$ cat src/rtl/ifetch_pkg.sv
// Shared types and defaults for the instruction fetch stage.
// Used by inst_fetch and, when IFETCH_PERF_CNT_EN is defined, by inst_fetch_perf.
package ifetch_pkg;

    localparam int unsigned PC_W           = 32;
    localparam int unsigned DEF_IMEM_DEPTH = 256;
    localparam logic [PC_W-1:0] DEF_RESET_PC = '0;

    typedef enum logic [1:0] {
        FS_PRIME = 2'd0,
        FS_RUN   = 2'd1,
        FS_STALL = 2'd2,
        FS_REDIR = 2'd3
    } fetch_state_t;

endpackage

$ cat src/rtl/inst_fetch_perf.sv
// Wrapping event counters for the fetch stage; only instantiated when
// IFETCH_PERF_CNT_EN is defined.
module inst_fetch_perf
    import ifetch_pkg::*;
(
    input  logic            clock,
    input  logic            reset_n,
    input  logic            transfer,
    input  logic            stall,
    input  logic            redirect,
    output logic [PC_W-1:0] perf_fetched,
    output logic [PC_W-1:0] perf_stalls,
    output logic [PC_W-1:0] perf_redirects
);

    always_ff @(posedge clock or negedge reset_n) begin
        if (!reset_n) begin
            perf_fetched   <= '0;
            perf_stalls    <= '0;
            perf_redirects <= '0;
        end else begin
            if (transfer) perf_fetched   <= perf_fetched + 1'b1;
            if (stall)    perf_stalls    <= perf_stalls + 1'b1;
            if (redirect) perf_redirects <= perf_redirects + 1'b1;
        end
    end

endmodule

$ cat src/rtl/inst_fetch.sv
// Single-slot instruction fetch stage with stall and branch redirect.
// Optional counters are added when IFETCH_PERF_CNT_EN is defined.
//
// state    | meaning
// FS_PRIME | first cycle after reset, memory data not yet valid
// FS_RUN   | fetching one instruction per cycle
// FS_STALL | decode busy, slot and pc held
// FS_REDIR | pc just redirected, capture the target instruction
module inst_fetch
    import ifetch_pkg::*;
#(
    parameter int unsigned      IMEM_DEPTH = DEF_IMEM_DEPTH,
    parameter logic [PC_W-1:0]  RESET_PC   = DEF_RESET_PC
) (
    input  logic            clock,
    input  logic            reset_n,
    input  logic            branch_taken,
    input  logic [PC_W-1:0] branch_target,
    input  logic            id_ready,
    output logic [PC_W-1:0] imem_addr,
    input  logic [PC_W-1:0] imem_inst,
    output logic            if_valid,
    output logic [PC_W-1:0] if_inst,
    output logic [PC_W-1:0] if_pc
`ifdef IFETCH_PERF_CNT_EN
    ,
    output logic [PC_W-1:0] perf_fetched,
    output logic [PC_W-1:0] perf_stalls,
    output logic [PC_W-1:0] perf_redirects
`endif
);

    localparam logic [PC_W-1:0] PC_MASK = PC_W'(IMEM_DEPTH - 1);

    fetch_state_t    state_q, state_d;
    logic [PC_W-1:0] pc_q, pc_d;
    logic            valid_d;
    logic [PC_W-1:0] inst_d, slot_pc_d;
    logic            capture;

    assign imem_addr = pc_q;

    always_comb begin
        state_d   = state_q;
        pc_d      = pc_q;
        valid_d   = if_valid;
        inst_d    = if_inst;
        slot_pc_d = if_pc;
        capture   = 1'b0;
        if (branch_taken) begin
            // Redirect beats everything, including a held stalled instruction.
            state_d = FS_REDIR;
            pc_d    = branch_target & PC_MASK;
            valid_d = 1'b0;
        end else begin
            unique case (state_q)
                FS_PRIME: state_d = FS_RUN;
                FS_REDIR: begin
                    capture = 1'b1;
                    state_d = FS_RUN;
                end
                FS_RUN: begin
                    if (!if_valid || id_ready) capture = 1'b1;
                    else                       state_d = FS_STALL;
                end
                FS_STALL: begin
                    if (id_ready) begin
                        capture = 1'b1;
                        state_d = FS_RUN;
                    end
                end
                default: state_d = FS_PRIME;
            endcase
            if (capture) begin
                inst_d    = imem_inst;
                slot_pc_d = pc_q;
                valid_d   = 1'b1;
                pc_d      = (pc_q + 1'b1) & PC_MASK;
            end
        end
    end

    always_ff @(posedge clock or negedge reset_n) begin
        if (!reset_n) begin
            state_q  <= FS_PRIME;
            pc_q     <= RESET_PC & PC_MASK;
            if_valid <= 1'b0;
            if_inst  <= '0;
            if_pc    <= '0;
        end else begin
            state_q  <= state_d;
            pc_q     <= pc_d;
            if_valid <= valid_d;
            if_inst  <= inst_d;
            if_pc    <= slot_pc_d;
        end
    end

`ifdef IFETCH_PERF_CNT_EN
    inst_fetch_perf u_perf (
        .clock          (clock),
        .reset_n        (reset_n),
        .transfer       (if_valid && id_ready),
        .stall          (state_q == FS_STALL),
        .redirect       (branch_taken),
        .perf_fetched   (perf_fetched),
        .perf_stalls    (perf_stalls),
        .perf_redirects (perf_redirects)
    );
`endif

endmodule

$ cat config.mk
export PLATFORM = sky130hd
export DESIGN_NAME = inst_fetch
export DESIGN_NICKNAME = d
export VERILOG_FILES = /design/src/rtl/ifetch_pkg.sv /design/src/rtl/inst_fetch_perf.sv /design/src/rtl/inst_fetch.sv
export SDC_FILE = /design/constraint.sdc
export NUM_CORES = 1
export LEC_CHECK = 0
export CAP_MARGIN = 10
export CORE_ASPECT_RATIO = 0.7
export CORE_MARGIN = 8
export CORE_UTILIZATION = 30
export DETAILED_ROUTE_END_ITERATION = 8
export PLACE_DENSITY = 0.65
export SYNTH_ARGS = -nofsm -noshare
export SYNTH_HDL_FRONTEND = slang
export SYNTH_HIERARCHICAL = 1
export SYNTH_SLANG_ARGS = --single-unit
$ cat constraint.sdc
create_clock -name clock -period 2 [get_ports clock]
set_input_delay 0.6 -clock clock [delete_from_list [all_inputs] [get_ports clock]]
set_output_delay 0.6 -clock clock [all_outputs]
set_load 0.005 [all_outputs]
==> summary.md <==
| Metric | Value |
|---|---|
| WS Path Type | `in -> reg` |
| Fin. Hold Viols | `0` |
| Skew final | `8.966 ps` |
| Part of the cycle the worst path needs | `97.94%` |
| CTS tree | `done` |
| DRC Markers | `0` |
| Height of the die | `92.36 µm` |
| CTS clock-pin slew for the worst setup and hold paths | `70 ps` |
| Initial core utilization | `30.22%` |
| Reg2reg start | `if_valid$_DFFE_PN0P_` |
| Synth unique cells | `30` |
| Leakage power | `1.566 nW` |
| Layout cells sized above 1 | `21.24%` |
| Layer with the highest usage | `met2` |
| Syn Area/Cell | `12.43 µm²` |
| # IOs | `165` |
| Worst EP arrival | `2130 ps` |
| Initial antenna violation count | `0` |
| Die area | `11,550 µm²` |
| Peak VDD IR | `360.3 µV` |
| Min-delay worst type | `in -> async` |
| Site Rows | `28` |
| Antenna-violating nets left | `0` |
| Vias per std cell | `4.117` |
| Reg2Reg Depth | `5` |
| FF-to-FF setup slack | `440 ps` |
| Minimum clock period | `1959 ps` |
| Setup WS pre-CTS | `-280.5 ps` |
| Drt first pass iters | `4` |
| Insertion delay to the later sink of the worst-skew pair | `290 ps` |
| Area growth, synth to finish | `45.17%` |
| PwrDens | `826.6 nW/µm²` |
| Multi-input gate area | `985.9 µm²` |
| Reg-to-Reg End | `if_inst[24]$_DFFE_PN0P_` |
| WL per Instance | `14.80 µm` |
| Global Route met1 Usage | `11.75%` |
| Hold slack | `274.6 ps` |
| Yosys reg bits | `51` |
| Total CTS buffers | `5` |
| Status | `complete, no violations` |
| Clock Path Buffers | `2` |
| Syn Inst Count | `201` |
| Mapped Area | `2499 µm²` |
| Storage cell area | `1276 µm²` |
| Setup ws final | `41.15 ps` |
| Ant diodes | `0` |
| Fmax | `510.5 MHz` |
| First-pass GRT wire length | `9.549 mm` |
| Register area share after synthesis | `51.08%` |
| Vias in the first global route | `1,837` |
| Gr usage total | `10.23%` |
| Slew Viols, Final | `0` |
| Detailed-route via count | `1,692` |
| Max-cap violations | `0` |
| CTS root buf | `clkbuf_16` |
| CTS Sinks | `51` |
| Core ar. | `8268 µm²` |
| Total Wirelength | `6.084 mm` |
| Final GP Congestion | `0.7046` |
| H-tree depth | `2` |
| Final core utilization | `43.87%` |
| Final HPWL DP | `4.557 mm` |
| GRT met2 Usage | `16.54%` |
| Met3 Use GR | `5.508%` |
| Grt total ovfl | `0` |
| Die Span X | `125.1 µm` |
| Largest net degree at the start of global routing | `52` |
| Synth warnings | `6` |
| Crit start category | `primary input` |
| # nets final | `374` |
| Worst path required time | `2170 ps` |
| Critical Path Start | `id_ready` |
| Setup-failing EPs final | `0` |
| Worst Setup End Kind | `register` |
| Fillers | `820` |
| Crit path max fanout | `17` |
| # port buffers | `92` |
| DR iter-0 viols | `64` |
kinds of logic (layout without fill, tap and decap cells):
logic type / after synthesis / after routing / share of synthesized area (%)
simple gates: 37 / 37 / 8.763
other cells: 1 / 48 / 0.1501
fa+ha+maj: 1 / 1 / 0.5007
xor+xnor: 3 / 3 / 1.052
buf+inv: 54 / 112 / 16.52
flops: 51 / 51 / 51.08
mux: 41 / 41 / 18.88
compound gates: 13 / 13 / 3.055
sequential cells by signal, summed over array words and instances, names as in the netlist:
register	count
imem_addr	8
if_pc	8
if_inst	32
if_valid	1
state_q	2
cells in the final DEF (no fill, tap or decap):
| cell type | count |
|---|---|
| nor2b_1 | 4 |
| o211a_1 | 1 |
| clkdlybuf4s50_1 | 91 |
| mux2_4 | 3 |
| dfrtp_1 | 51 |
| buf_12 | 3 |
| or4_1 | 3 |
| nor3b_2 | 1 |
| a21oi_1 | 2 |
| mux2_2 | 37 |
| a22oi_1 | 1 |
| nor3_1 | 2 |
| ha_1 | 1 |
| nand2_1 | 9 |
| clkbuf_16 | 6 |
| nand3_1 | 4 |
| nand2b_1 | 2 |
| clkinv_4 | 1 |
| xnor2_1 | 3 |
| a21oi_2 | 1 |
| conb_1 | 48 |
| nor2_1 | 3 |
| or3_1 | 1 |
| mux2i_1 | 1 |
| nor3_4 | 1 |
| inv_6 | 1 |
| or2_2 | 1 |
| o21ai_0 | 8 |
| bufinv_16 | 1 |
| nand4_1 | 2 |
| or2b_1 | 1 |
| buf_4 | 8 |
| nor3b_1 | 1 |
| buf_2 | 1 |
| nand3b_1 | 2 |
report_power, final:
group / switching, mW / internal [mW] / leakage (nW)
sequential: 0.0947 / 1.18 / 0.598
clock: 0.386 / 0.597 / 0.0844
combinational: 0.246 / 0.497 / 0.883
total: 0.727 / 2.27 / 1.57
cell type report:
| cell class | instances | area share [%] |
|---|---|---|
| Clock inverter | 3 | 1.311 |
| Clock buffer | 5 | 3.449 |
| Tap cell | 105 | 3.622 |
| Sequential cell | 51 | 35.18 |
| Multi-Input combinational cell | 143 | 27.18 |
| Timing Repair Buffer | 104 | 29.25 |
Yosys cell counts (all sizes together):
master | n | share of area, %
clkbuf | 2 | 0.30
a21oi | 3 | 0.75
buf | 52 | 16
nor2 | 3 | 0.45
conb | 1 | 0.15
nand4 | 2 | 0.50
nor3b | 2 | 0.80
nand2 | 9 | 1.4
mux2 | 40 | 18
nand3b | 2 | 0.60
dfrtp | 51 | 51
or2b | 1 | 0.30
nand3 | 4 | 0.80
nand2b | 2 | 0.50
nor2b | 4 | 1.0
xnor2 | 3 | 1.1
ha | 1 | 0.50
or4 | 3 | 0.90
o211a | 1 | 0.40
nor3 | 3 | 1.1
o21ai | 8 | 1.6
or2 | 1 | 0.25
a22oi | 1 | 0.30
mux2i | 1 | 0.40
or3 | 1 | 0.25
worst max-delay path by stage:
| stage | cells after the start | end |
|---|---|---|
| floorplan | 4 | if_inst[10]$_DFFE_PN0P_ |
| global placement | 5 | if_inst[17]$_DFFE_PN0P_ |
| detailed placement | 5 | if_inst[10]$_DFFE_PN0P_ |
| CTS | 5 | if_inst[10]$_DFFE_PN0P_ |
| global route | 6 | if_inst[25]$_DFFE_PN0P_ |
| finish | 6 | if_inst[24]$_DFFE_PN0P_ |
timing repair:
item | CTS | global route
hold buffers | 0 | 0
resized for setup | 0 | 0
endpoints found under the hold margin | 0 | 0
setup endpoints to repair | 0 | 21
setup buffers | 0 | 2
through the flow:
stage                     area (µm²)  total power, mW  cells  TNS [ps]
after global placement          3415            2.014    400     -9511
after CTS                       3587            3.040    408         0
after detailed placement        3415            2.032    400     -9779
after floorplan                 2675            1.611    248         0
final                           3627            2.998    411         0
after global routing            3627            3.166    411    -10.96
routing by layer:
metal / wire, µm / vias to the layer above
met5: 0 / -
met4: 22 / 0
met3: 605 / 2
met2: 2807 / 68
met1: 2649 / 821
li1: - / 801
critical path: stages:
cell	delay [ps]
clkdlybuf4s50_1	540
a21oi_2	100
nor3_4	200
buf_4	180
buf_12	160
mux2_2	340
Power figures use the tool's default switching activity.
